**src/rtl/debug_halt_ctl.sv**
```systemverilog
// Debug halt controller: halts the CPU on an instruction boundary after COMMIT
// and latches halt cause, halt address and a saturating bkp/watch hit counter.
module debug_halt_ctl #(
    parameter int unsigned HIT_W        = 8,
    parameter bit          RESET_HALTED = 1'b0
) (
    input  logic             CLK,
    input  logic             RESET,
    input  logic             FETCH,
    input  logic             DECODE,
    input  logic             EXECUTE,
    input  logic             COMMIT,
    input  logic [15:0]      ADDR,
    input  logic             DEBUG_AT_BKP,
    input  logic             DEBUG_IN_WATCH,
    input  logic             DEBUG_HALT_REQ,
    input  logic             DEBUG_RUN_REQ,
    input  logic             DEBUG_STEP_REQ,
    input  logic             DEBUG_CLR_REQ,
    output logic             DEBUG_HALT,
    output logic             DEBUG_HALTED,
    output logic [3:0]       DEBUG_CAUSE,
    output logic [15:0]      DEBUG_HALT_ADDR,
    output logic [HIT_W-1:0] DEBUG_HIT_COUNT
);

    typedef enum logic [1:0] {
        S_RUN,
        S_PEND,
        S_HALTED,
        S_STEP
    } state_t;

    localparam logic [3:0] CAUSE_STEP = 4'b1000;
    localparam logic [3:0] CAUSE_HOST = 4'b0100;

    state_t            state, state_nxt;
    logic [15:0]       fetch_addr;
    logic [3:0]        pend_cause, pend_nxt;
    logic [3:0]        cause, cause_nxt;
    logic [15:0]       halt_addr, halt_addr_nxt;
    logic [HIT_W-1:0]  hit_count, hit_count_nxt;
    logic [3:0]        ev;
    logic              enter;
    logic [3:0]        entry_cause;

    assign ev = {1'b0, DEBUG_HALT_REQ, DEBUG_IN_WATCH, DEBUG_AT_BKP};

    always_ff @(posedge CLK) begin
        if (RESET) begin
            state      <= RESET_HALTED ? S_HALTED : S_RUN;
            cause      <= RESET_HALTED ? CAUSE_HOST : 4'b0000;
            pend_cause <= '0;
            fetch_addr <= '0;
            halt_addr  <= '0;
            hit_count  <= '0;
        end else begin
            state      <= state_nxt;
            cause      <= cause_nxt;
            pend_cause <= pend_nxt;
            halt_addr  <= halt_addr_nxt;
            hit_count  <= hit_count_nxt;
            if (FETCH) begin
                fetch_addr <= ADDR;
            end
        end
    end

    always_comb begin
        state_nxt     = state;
        pend_nxt      = pend_cause;
        cause_nxt     = cause;
        halt_addr_nxt = halt_addr;
        hit_count_nxt = hit_count;
        enter         = 1'b0;
        entry_cause   = '0;

        if (DEBUG_CLR_REQ) begin
            cause_nxt     = '0;
            hit_count_nxt = '0;
        end

        case (state)
            S_RUN: begin
                if (COMMIT && ((ev | pend_cause) != 4'b0000)) begin
                    enter       = 1'b1;
                    entry_cause = ev | pend_cause;
                end else if (ev != 4'b0000) begin
                    state_nxt = S_PEND;
                    pend_nxt  = pend_cause | ev;
                end
            end
            S_PEND: begin
                if (COMMIT) begin
                    enter       = 1'b1;
                    entry_cause = ev | pend_cause;
                end else begin
                    pend_nxt = pend_cause | ev;
                end
            end
            S_HALTED: begin
                if (DEBUG_STEP_REQ) begin
                    state_nxt = S_STEP;
                    cause_nxt = '0;
                end else if (DEBUG_RUN_REQ) begin
                    state_nxt = S_RUN;
                    cause_nxt = '0;
                end
            end
            S_STEP: begin
                if (COMMIT) begin
                    enter       = 1'b1;
                    entry_cause = ev | pend_cause | CAUSE_STEP;
                end else begin
                    pend_nxt = pend_cause | ev;
                end
            end
            default: state_nxt = S_RUN;
        endcase

        // Halt entry is applied on top of a coincident clear, so the new cause survives.
        if (enter) begin
            state_nxt     = S_HALTED;
            cause_nxt     = entry_cause;
            halt_addr_nxt = fetch_addr;
            pend_nxt      = '0;
            if ((entry_cause[1:0] != 2'b00) && (hit_count_nxt != '1)) begin
                hit_count_nxt = hit_count_nxt + HIT_W'(1);
            end
        end
    end

    assign DEBUG_HALT      = (state == S_HALTED);
    assign DEBUG_HALTED    = (state == S_HALTED);
    assign DEBUG_CAUSE     = cause;
    assign DEBUG_HALT_ADDR = halt_addr;
    assign DEBUG_HIT_COUNT = hit_count;

endmodule
```
**config.mk**
```make
export PLATFORM = sky130hd
export DESIGN_NAME = debug_halt_ctl
export DESIGN_NICKNAME = d
export VERILOG_FILES = /design/src/rtl/debug_halt_ctl.sv
export SDC_FILE = /design/constraint.sdc
export NUM_CORES = 1
export LEC_CHECK = 0
export ABC_AREA = 1
export CORE_UTILIZATION = 45
export CTS_CLUSTER_DIAMETER = 120
export DETAILED_ROUTE_END_ITERATION = 7
export MAX_ROUTING_LAYER = met4
export PLACE_DENSITY = 0.85
export SLEW_MARGIN = 30
export SYNTH_ARGS = -nofsm -noshare
export SYNTH_HDL_FRONTEND = slang
export SYNTH_SLANG_ARGS = --single-unit
```
**constraint.sdc**
```tcl
create_clock -name CLK -period 2.1 [get_ports CLK]
set_clock_uncertainty 0.1 [all_clocks]
set_input_delay 0.42 -clock CLK [delete_from_list [all_inputs] [get_ports CLK]]
set_output_delay 0.42 -clock CLK [all_outputs]
set_load 0.03 [all_outputs]
```
==> flow_metrics.env <==
export IMPL_cpPeakStageDelay_ps=700
export IMPL_tightest_slew_ps=501
export IMPL_cp_arrival_ps=1380
export IMPL_synth_edff_count=0
export IMPL_synth_area_um2=2040
export IMPL_finalNonFillerCells=399
export IMPL_fin_crit_sh=0.905
export IMPL_crit_fanout=4
export IMPL_final_cell_mix="85 x nor2_1, 52 x clkdlybuf4s50_1, 49 x dfxtp_1"
export IMPL_final_cell_area_um2=2790
export IMPL_gp_congestion=0.824
export IMPL_via_per_inst=4.91
export IMPL_cts_root_buf="clkbuf_8"
export IMPL_cts_buffer_depth=2
export IMPL_syn_area_per_cell_um2=7.23
export IMPL_reg2reg_slack_ps=430
export IMPL_p_per_area_nw_per_um2=918
export IMPL_die_width_um=69.3
export IMPL_ir_drop_v=0.000480
export IMPL_drt_initial_drc_count=59
export IMPL_hpwl_mm=3.41
export IMPL_crit_buf_inv=1
export IMPL_setup_ws_ps=199
export IMPL_ios=58
export IMPL_synth_seq_cells=49
export IMPL_ant_nets=0
export IMPL_reg2reg_to="DEBUG_HIT_COUNT[1]"
export IMPL_setup_viol=0
export IMPL_hold_path_end="pend_cause[0]"
export IMPL_clk_latency_ps=290
export IMPL_drive_gt1_frac=0.107
export IMPL_finalCriticalPeriod_ps=1900
export IMPL_start_util=0.468
export IMPL_clkSlewWorstSetupHoldPaths_ps=90
export IMPL_syn_nets=311
export IMPL_drc_errors=0
export IMPL_hold_depth=2
export IMPL_max_freq_mhz=526
export IMPL_endpoint_kind="primary output"
export IMPL_dieArea_um2=4800
export IMPL_slew_headroom=0.666
export IMPL_antenna_found_initial=0
export IMPL_ys_warn_count=0
export IMPL_die_h_um=69.3
export IMPL_critPathTopFamily="buffers and inverters"
export IMPL_pre_cts_ws_ps=-173
export IMPL_min_path_type="register to register"
export IMPL_p_leak_nw=1.23
export IMPL_antenna_cells=0
export IMPL_hold_start="pend_cause[0]"
export IMPL_fin_nets=376
export IMPL_final_hold_viol_count=0
export IMPL_grt_setup_unrepaired="false"
export IMPL_grt_util_all_layers=0.211
export IMPL_rows=24
export IMPL_reg2reg_from="DEBUG_HIT_COUNT[1]"
export IMPL_synth_cell_types=23
export IMPL_postCtsSetupRepairBufs=0
export IMPL_routed_wl_mm=4.70
export IMPL_required_ps=1580
export IMPL_final_common_cell="nor2_1"
export IMPL_max_cap_violations=0
export IMPL_vias=1959
export IMPL_finalPower_mw=2.57
export IMPL_cp_cell_sequence="clkdlybuf4s50_1"
export IMPL_finalHoldWorstSlack_ps=380
export IMPL_grt_pass1_wl_mm=8.00
export IMPL_slew_violations=0
export IMPL_coreArea_um2=4350
export IMPL_wire_per_inst_um=11.8
export IMPL_portBuffers=55
export IMPL_run_status="completed"
export IMPL_postPlaceCellArea_um2=2710
export IMPL_grt_pass1_vias=1867
export IMPL_drt_pass1_iterations=4
export IMPL_cts_tree="built"
export IMPL_cts_htree_levels=2
export IMPL_async_flop_share=0
export IMPL_ctsHoldBuffers=0
export IMPL_cts_sinks=49
export IMPL_cts_buffers=5
export IMPL_dpl_cell_count=392
export IMPL_grt_overflow_total=0
export IMPL_cp_slowest_cell="clkdlybuf4s50_1"
export IMPL_synthFlopType="dfxtp_1"
export IMPL_ff2ff_path_depth=10
export IMPL_seq_area_frac_synth=0.481
export IMPL_area_growth_syn_to_layout_pct=37.1
export IMPL_start_kind="register"
export IMPL_synthCells=282
export IMPL_path_class="register to primary output"
export IMPL_grt_max_degree=26
-- power breakdown --
group / total (mW) / internal, mW / switching, mW
clock network: 0.551 / 0.262 / 0.289
registers: 1.14 / 1.06 / 0.0798
logic: 0.875 / 0.349 / 0.526
-- state kept, by name (all words and copies together), names as in the netlist --
register         count
fetch_addr          16
state                2
DEBUG_HALT_ADDR     16
DEBUG_HIT_COUNT      8
pend_cause           3
DEBUG_CAUSE          4
-- stage by stage --
stage | util | TNS, ps
3_5_place_dp | 0.622 | -1110
4_1_cts | 0.641 | 0
6_report | 0.642 | 0
5_1_grt | 0.642 | 0
3_3_place_gp | 0.622 | -554
2_1_floorplan | - | 0
-- how the worst max path moves through the flow --
stage	to	slack (ps)	startpoint	depth (start not counted)
floorplan	DEBUG_HIT_COUNT[5]	350	DEBUG_HIT_COUNT[1]	10
global placement	DEBUG_HIT_COUNT[0]	-100	DEBUG_CLR_REQ	10
detailed placement	DEBUG_HIT_COUNT[1]	-170	DEBUG_CLR_REQ	12
CTS	DEBUG_HIT_COUNT[1]	150	DEBUG_CLR_REQ	12
global route	DEBUG_HIT_COUNT[3]	160	DEBUG_HIT_COUNT[3]	1
finish	DEBUG_HIT_COUNT[3]	200	DEBUG_HIT_COUNT[3]	1
-- layout make-up --
cell class | instances | area, um2
Clock buffer | 7 | 86.3
Timing Repair Buffer | 68 | 661
Inverter | 21 | 81.3
Multi-Input combinational cell | 202 | 920
Fill cell | 386 | 1560
Sequential cell | 49 | 981
Tap cell | 52 | 65.1
-- repair_timing --
action / 4_1_cts / 5_1_grt
endpoints found under the hold margin: 0 / 0
setup endpoints to repair: 2 / 3
gates cloned: 0 / 0
resized for setup: 2 / 1
-- Yosys cell counts (3+ instances only) --
library cell	number	area share
buf_4	3	0.011
xor2_1	3	0.013
o21ai_0	37	0.091
nand2_1	33	0.061
a21oi_1	14	0.034
nor2_1	85	0.16
clkbuf_1	5	0.0092
inv_1	16	0.029
nor2_2	3	0.0092
inv_2	4	0.0074
dfxtp_1	49	0.48
nand2_2	6	0.018
nand3_1	14	0.034
-- logic make-up after synthesis --
logic type               after synthesis  synth area share
adder cells (fa/ha/maj)                1           0.00614
flip-flops                            49             0.481
buffers and inverters                 31            0.0675
AND/OR/NAND/NOR                      146             0.303
XOR/XNOR                               4            0.0172
AO/OA/AOI/OAI                         51             0.125
-- metal layers --
layer / GRT usage / part of all wire / wire (um)
met4: 0.0816 / 0.0083 / 39
met1: 0.262 / 0.47 / 2210
met5: - / 0 / 0
met2: 0.341 / 0.47 / 2220
met3: 0.0407 / 0.047 / 221
No activity file was read; power rests on OpenSTA's default activity.
